--- src/rtl/mem_arbiter.sv ---
// mem_arbiter: shares one unified memory port between an instruction-fetch
// requester and a data requester. At most one access is in flight. Data has
// priority, but a streak counter bounds how long a waiting fetch can starve.
module mem_arbiter #(
   parameter int unsigned MAX_DATA_STREAK = 4
) (
   input  logic        clk,
   input  logic        reset,
   // fetch port
   input  logic        if_req,
   input  logic [31:0] if_addr,
   input  logic        if_flush,
   output logic        if_ack,
   output logic [31:0] if_rdata,
   output logic        if_wait,
   // data port
   input  logic        dm_req,
   input  logic        dm_we,
   input  logic [31:0] dm_addr,
   input  logic [31:0] dm_wdata,
   output logic        dm_ack,
   output logic [31:0] dm_rdata,
   output logic        dm_wait,
   // unified memory
   output logic        mem_req,
   output logic        mem_we,
   output logic [31:0] mem_addr,
   output logic [31:0] mem_wdata,
   input  logic        mem_ready,
   input  logic [31:0] mem_rdata
);

   localparam int unsigned SW = 3;
   localparam logic [SW-1:0] STREAK_MAX = SW'(MAX_DATA_STREAK);

   typedef enum logic [1:0] {IDLE, BUSY, RESP} state_t;

   state_t        state;
   logic          owner_data;   // 1 = data port owns the access, 0 = fetch
   logic          drop;         // in-flight fetch was flushed
   logic [SW-1:0] streak;
   logic [31:0]   lat_addr;
   logic [31:0]   lat_wdata;
   logic          lat_we;
   logic          if_ack_r;

   logic fetch_elig;
   logic data_elig;
   logic grant_fetch;
   logic grant_data;

   // Grant decision: data first, unless the fetch has waited out the streak.
   always_comb begin
      fetch_elig  = if_req & ~if_flush;
      data_elig   = dm_req;
      grant_fetch = fetch_elig & (~data_elig | (streak == STREAK_MAX));
      grant_data  = data_elig & ~grant_fetch;
   end

   // Arbiter FSM with all datapath registers and registered handshake outputs.
   always_ff @(posedge clk or posedge reset) begin
      if (reset) begin
         state      <= IDLE;
         owner_data <= 1'b0;
         drop       <= 1'b0;
         streak     <= '0;
         lat_addr   <= '0;
         lat_wdata  <= '0;
         lat_we     <= 1'b0;
         if_ack_r   <= 1'b0;
         dm_ack     <= 1'b0;
         mem_req    <= 1'b0;
         mem_we     <= 1'b0;
         if_rdata   <= '0;
         dm_rdata   <= '0;
      end else begin
         case (state)
            IDLE: begin
               if (grant_fetch || grant_data) begin
                  owner_data <= grant_data;
                  lat_addr   <= grant_data ? dm_addr : if_addr;
                  lat_we     <= grant_data & dm_we;
                  if (grant_data)
                     lat_wdata <= dm_wdata;
                  mem_req    <= 1'b1;
                  mem_we     <= grant_data & dm_we;
                  drop       <= 1'b0;
                  // Count data grants only while a fetch is actually waiting.
                  if (grant_data && fetch_elig) begin
                     if (streak != STREAK_MAX)
                        streak <= streak + SW'(1);
                  end else begin
                     streak <= '0;
                  end
                  state <= BUSY;
               end
            end
            BUSY: begin
               if (!owner_data && if_flush)
                  drop <= 1'b1;
               if (mem_ready) begin
                  mem_req <= 1'b0;
                  mem_we  <= 1'b0;
                  if (owner_data) begin
                     if (!lat_we)
                        dm_rdata <= mem_rdata;
                     dm_ack <= 1'b1;
                     state  <= RESP;
                  end else if (drop || if_flush) begin
                     // Flushed fetch: memory finished, result is discarded.
                     state <= IDLE;
                  end else begin
                     if_rdata <= mem_rdata;
                     if_ack_r <= 1'b1;
                     state    <= RESP;
                  end
               end
            end
            RESP: begin
               if_ack_r <= 1'b0;
               dm_ack   <= 1'b0;
               state    <= IDLE;
            end
            default: state <= IDLE;
         endcase
      end
   end

   // A flush arriving in the response cycle still cancels the fetch ack.
   assign if_ack    = if_ack_r & ~if_flush;
   assign if_wait   = if_req & ~if_ack & ~if_flush;
   assign dm_wait   = dm_req & ~dm_ack;
   assign mem_addr  = lat_addr;
   assign mem_wdata = lat_wdata;

endmodule

--- config.mk ---
export PLATFORM = sky130hd
export DESIGN_NAME = mem_arbiter
export DESIGN_NICKNAME = d
export VERILOG_FILES = /design/src/rtl/mem_arbiter.sv
export SDC_FILE = /design/constraint.sdc
export NUM_CORES = 1
export LEC_CHECK = 0
export CELL_PAD_IN_SITES_DETAIL_PLACEMENT = 1
export CELL_PAD_IN_SITES_GLOBAL_PLACEMENT = 2
export CORE_ASPECT_RATIO = 1.4
export CORE_MARGIN = 3
export CORE_UTILIZATION = 26
export CTS_CLUSTER_SIZE = 25
export DETAILED_ROUTE_END_ITERATION = 10
export HOLD_SLACK_MARGIN = 0.03
export PLACE_DENSITY = 0.78
export REMOVE_ABC_BUFFERS = 1
export SLEW_MARGIN = 25
export SYNTH_ARGS = -nofsm -noshare
export SYNTH_HDL_FRONTEND = slang
export SYNTH_SLANG_ARGS = --single-unit
--- constraint.sdc ---
create_clock -name clk -period 5.27 [get_ports clk]
set_clock_uncertainty 0.05 [all_clocks]
set_input_delay 1.054 -clock clk [delete_from_list [all_inputs] [get_ports clk]]
set_output_delay 1.054 -clock clk [all_outputs]
set_load 0.02 [all_outputs]
== Yosys cells after proc, flatten, opt, wreduce, memory -nomap -nowiden ==
Index checks and enable logic that the tools add are counted.

* Register bits after elaboration: 140
* Input bits: 135
* Output and inout port bits: 134
* Logic and storage cells: 83

* Add/sub/neg operators: 1
* Equal/unequal tests: 11
* Mux-type cells: 23
* Bitwise logic cells: 17
* Reductions and logical operators: 18

{| class="wikitable"
|+ Operator list
! cell !! number
|-
| $mux 32 || 1
|-
| $reduce_and 3->1 || 5
|-
| $ne 2x2->1 const B || 6
|-
| $reduce_and 4->1 || 3
|-
| $mux 1 || 10
|-
| $pmux 1 s2 || 5
|-
| $and 1x1->1 || 8
|-
| $mux 2 || 4
|-
| $not 1->1 || 8
|-
| $mux 3 || 2
|-
| $pmux 2 s2 || 1
|-
| $reduce_and 2->1 || 2
|-
| $reduce_bool 2->1 || 2
|-
| $add 3x1->3 const B || 1
|-
| $eq 3x3->1 const B || 1
|-
| $ne 3x3->1 const B || 1
|-
| $eq 2x1->1 const B || 1
|-
| $eq 2x2->1 const B || 1
|-
| $logic_and 1x1->1 || 2
|-
| $logic_not 2->1 || 1
|-
| $logic_or 1x1->1 || 2
|-
| $ne 2x1->1 const B || 1
|-
| $logic_not 1->1 || 1
|-
| $or 1x1->1 || 1
|}

== Depth between registers and ports, before layout ==
* Word-level depth: 8
* Depth in mapped cells: 7
* Depth with buffers taken out: 5

== Worst setup path before layout ==
OpenSTA, ideal clock, no wires.

* Kind: input-to-output
* Start: input port dm_req
* End: output port dm_wait
* Data arrival time: 1.574 ns
* Required time: 4.166 ns
* Path slack: 2.592 ns
* Stages on the path: 3
* Buffers on the path: 1
* Path through: inv_2 clkbuf_1 nor2_1

* Word-level cells in the longest chain between the ends: 1

{| class="wikitable"
|+ RTL lines
! element !! line !! RTL
|-
| from (decl) || 17 || <nowiki>input logic dm_req,</nowiki>
|-
| $and 1x1->1 || 132 || <nowiki>assign dm_wait = dm_req & ~dm_ack;</nowiki>
|-
| to (decl) || 23 || <nowiki>output logic dm_wait,</nowiki>
|}

Every way passes these cells.

== Worst setup path in the final report ==
* Start: input port if_flush
* End: output port if_wait

* Word-level cells in the longest chain between the ends: 5

{| class="wikitable"
|+ RTL lines
! element !! line !! RTL
|-
| from (decl) || 12 || <nowiki>input logic if_flush,</nowiki>
|-
| $not 1->1 (*) || 130, 131 ||
|-
| $and 1x1->1 || 130 || <nowiki>assign if_ack = if_ack_r & ~if_flush;</nowiki>
|-
| $not 1->1 || 131 || <nowiki>assign if_wait = if_req & ~if_ack & ~if_flush;</nowiki>
|-
| $and 1x1->1 || 131 ||
|-
| $and 1x1->1 (*) || 131 ||
|-
| to (decl) || 15 || <nowiki>output logic if_wait,</nowiki>
|}

Mark *: on every way between the ends. The rest lies on a longest branch, timed or not.

==> summary.md <==
| Metric | Value |
|---|---|
| Tmin final | around 3.7 ns |
| Share of cells above drive strength 1 | 24.0% |
| I/O pins | between 200 and 300 |
| VDD IR max | 0.257 mV |
| Final ANT Viol Nets | 0 |
| Most frequent CP cell | clkdlybuf4s50_1 |
| Root Buffer | clkbuf_16 |
| Crit path max-delay family | buffers and inverters |
| Final setup TNS | 0 ns |
| Max FO, Critical Path | 7 |
| CP Buf/Inv Count | 2 |
| Min-Delay Path Depth | 1 |
| Site Rows | between 60 and 70 |
| Fin Hold WS | 0.445 ns |
| Status | finished clean |
| Worst slew pin tran | 0.748 ns |
| CP max stage delay | 0.63 ns |
| R2R Setup Slk | 2.79 ns |
| Achievable clock frequency | 271 MHz |
| Initial antenna violation count | 0 |
| Total Wirelength | 20.0 mm |
| Synth Instances | 482 |
| Netlist cell types | 33 |
| Yosys warns | 0 |
| Clock slew at reported path FFs | 0.06 ns |
| Num CTS Buffers | 17 |
| Die ar. | 25,900 um2 |
| Core area | 23,400 um2 |
| First DRT Iteration DRCs | 180 |
| Post-DP Area | approximately 9200 um2 |
| Worst-Skew Late Latency | 0.41 ns |
| Total track usage | 15.6% |
| Overall Power | 0.00615 W |
| GP Congestion | 0.741 |
| IO buf count | 268 |
| Worst EP required | 4.17 ns |
| H-tree depth | 4 |
| CP startpoint kind | input pin |
| Final period util | 70.1% |
| Critical Path Stages | 4 |
| CTS tree | yes |
| Post-Route Utilization | 42.0% |
| DRT Pass-1 Iters | 5 |
| Crit path DAT | 2.59 ns |
| Slew Viols, Final | 0 |
| Pin count of the biggest net entering global routing | 103 |
| Number of global-route vias before repair | 5,480 |
| Longest Clk Path Bufs | 2 |
| Critical-path cell list | clkdlybuf4s50_1, nand2b_1, nor2_1, clkdlybuf4s50_1 |
| # Post-CTS Setup Buffers | 0 |
| Global-route wire length before repair | 31.3 mm |
| Die width | 137 um |
| # diodes | 0 |
| Crit Path Class | input pin to output port |
| Average wire per standard cell | roughly 19 um |
| Cts hold-fix bufs | 0 |
| Vias per cell | 4.66 |
| Post-route DRC violation count | 0 |
| Final HPWL DP | about 14 mm |
| Post-CTS sizing | 0 |
| Final hold violations | 0 |
| RSZ-0062 raised after global routing | false |
| Initial Utilization | 26.7% |
| Die H | 189 um |
| Mapped Area | 6230 um2 |
| Worst reg-to-reg path cell count | 7 |
| Area Growth Syn to Fin | 57.6% |
| Flops & latches, synth | 140 |
| Overflow after GRT | 0 |
| Worst hold-check path type | flip-flop to flip-flop |
| Seq/Total Area, Yosys | a little under three fifths |
| LEAKAGE | 4.25 nW |
| Total Nets Final | 875 |
| Slowest CP cell | clkdlybuf4s50_1 |
| Crit end category | output port |
| Design Area, Final | between 9000 and 10,000 um2 |
| Slew HR | 50.1% |
| Max-Cap Viols | 0 |
| Num Clock Sinks | 140 |
| Final setup fails | 0 |
| Via count | 4,929 |
| PwrDens | 627 nW/um2 |
| Syn_area_per_cell | 12.9 um2 |
## layout by cell type (no fill, tap or decap), drive strengths merged
master / instances
clkbuf: 19
nor2: 10
nor3b: 1
clkdlybuf4s50: 267
clkinv: 4
a22oi: 32
inv: 41
nand2b: 3
bufinv: 3
ha: 2
nor2b: 3
o21ai: 36
clkinvlp: 4
and3b: 1
buf: 10
or4: 1
nand3b: 1
mux2: 96
a21o: 1
a221o: 1
nor4: 1
nand2: 32
and4b: 1
o2bb2ai: 1
a21bo: 1
a32o: 2
o221a: 32
a21oi: 1
dfrtp: 140
a22o: 4
## cells in the mapped netlist (all sizes together)
cell	number	area (um2)
clkbuf	24	90.1
a21o	1	7.51
nor2	10	37.5
a21oi	1	5.00
a32o	2	20.0
nor4	1	21.3
o21ai	36	180
nand2	32	120
inv	39	146
nor2b	3	18.8
nor3b	1	12.5
mux2	96	1190
or4	1	7.51
nand3b	1	20.0
a22oi	32	240
and4b	1	10.0
a221o	1	10.0
a22o	4	35.0
ha	2	25.0
dfrtp	140	3500
o221a	32	360
and3b	1	8.76
a21bo	1	10.0
o2bb2ai	1	8.76
buf	16	123
nand2b	3	18.8
## stage by stage
| step | instances | worst slack (ns) |
|---|---|---|
| finish | 1057 | 1.58 |
| global route | 1057 | 1.46 |
| CTS | 1057 | 1.55 |
| detailed placement | 1025 | 1.56 |
| global placement | 1024 | 1.55 |
| floorplan | 442 | 0.413 |
## state kept, by name (all words and copies together) (netlist names), 2 cells and up
register   flops
state          2
if_rdata      32
dm_rdata      32
streak         3
mem_wdata     32
mem_addr      32
## cell type report
| type | count | area [um2] |
|---|---|---|
| clock buffers | 19 | 453 |
| clock inverters | 13 | 164 |
| fillers | 2460 | 13600 |
| inverters | 39 | 154 |
| multi-input cells | 263 | 2390 |
| flip-flops and latches | 140 | 3500 |
| well taps | 306 | 383 |
| repair buffers | 277 | 2770 |
## routing by layer
layer / share of wire, % / global-route usage [%] / up-vias / wire [um]
met3: 5.7 / 3.75 / 25 / 1140
met4: 2.2 / 5.72 / 0 / 437
met5: 0 / 0 / - / 0
met1: 37 / 16.9 / 2498 / 7350
met2: 55 / 29.2 / 173 / 11100
li1: - / - / 2233 / -
## where the power goes
group          internal [W]  switching [W]  total [W]
clock              0.000772       0.000476    0.00125
combinational       0.00158        0.00138    0.00296
sequential          0.00161       0.000334    0.00194
## cell families (layout without fill, tap and decap cells)
group                    count (synthesis)  after routing  share of synthesized area (%)
adder cells (fa/ha/maj)                  2              2                          0.402
flip-flops                             140            140                           56.2
buffers and inverters                   79            348                           5.76
multiplexers                            96             96                           19.1
AND/OR/NAND/NOR                         54             54                           4.42
AO/OA/AOI/OAI                          111            111                           14.1
## final timing paths
kind	start	to
hold / removal	mem_wdata[4]	mem_wdata[4]
min in group asynchronous	reset	if_rdata[6]
setup / recovery	if_flush	if_wait
setup reg to reg	streak[0]	mem_wdata[12]
max in group asynchronous	reset	mem_addr[1]
hold reg to reg	mem_wdata[4]	mem_wdata[4]
No activity file was read; power rests on OpenSTA's default activity.
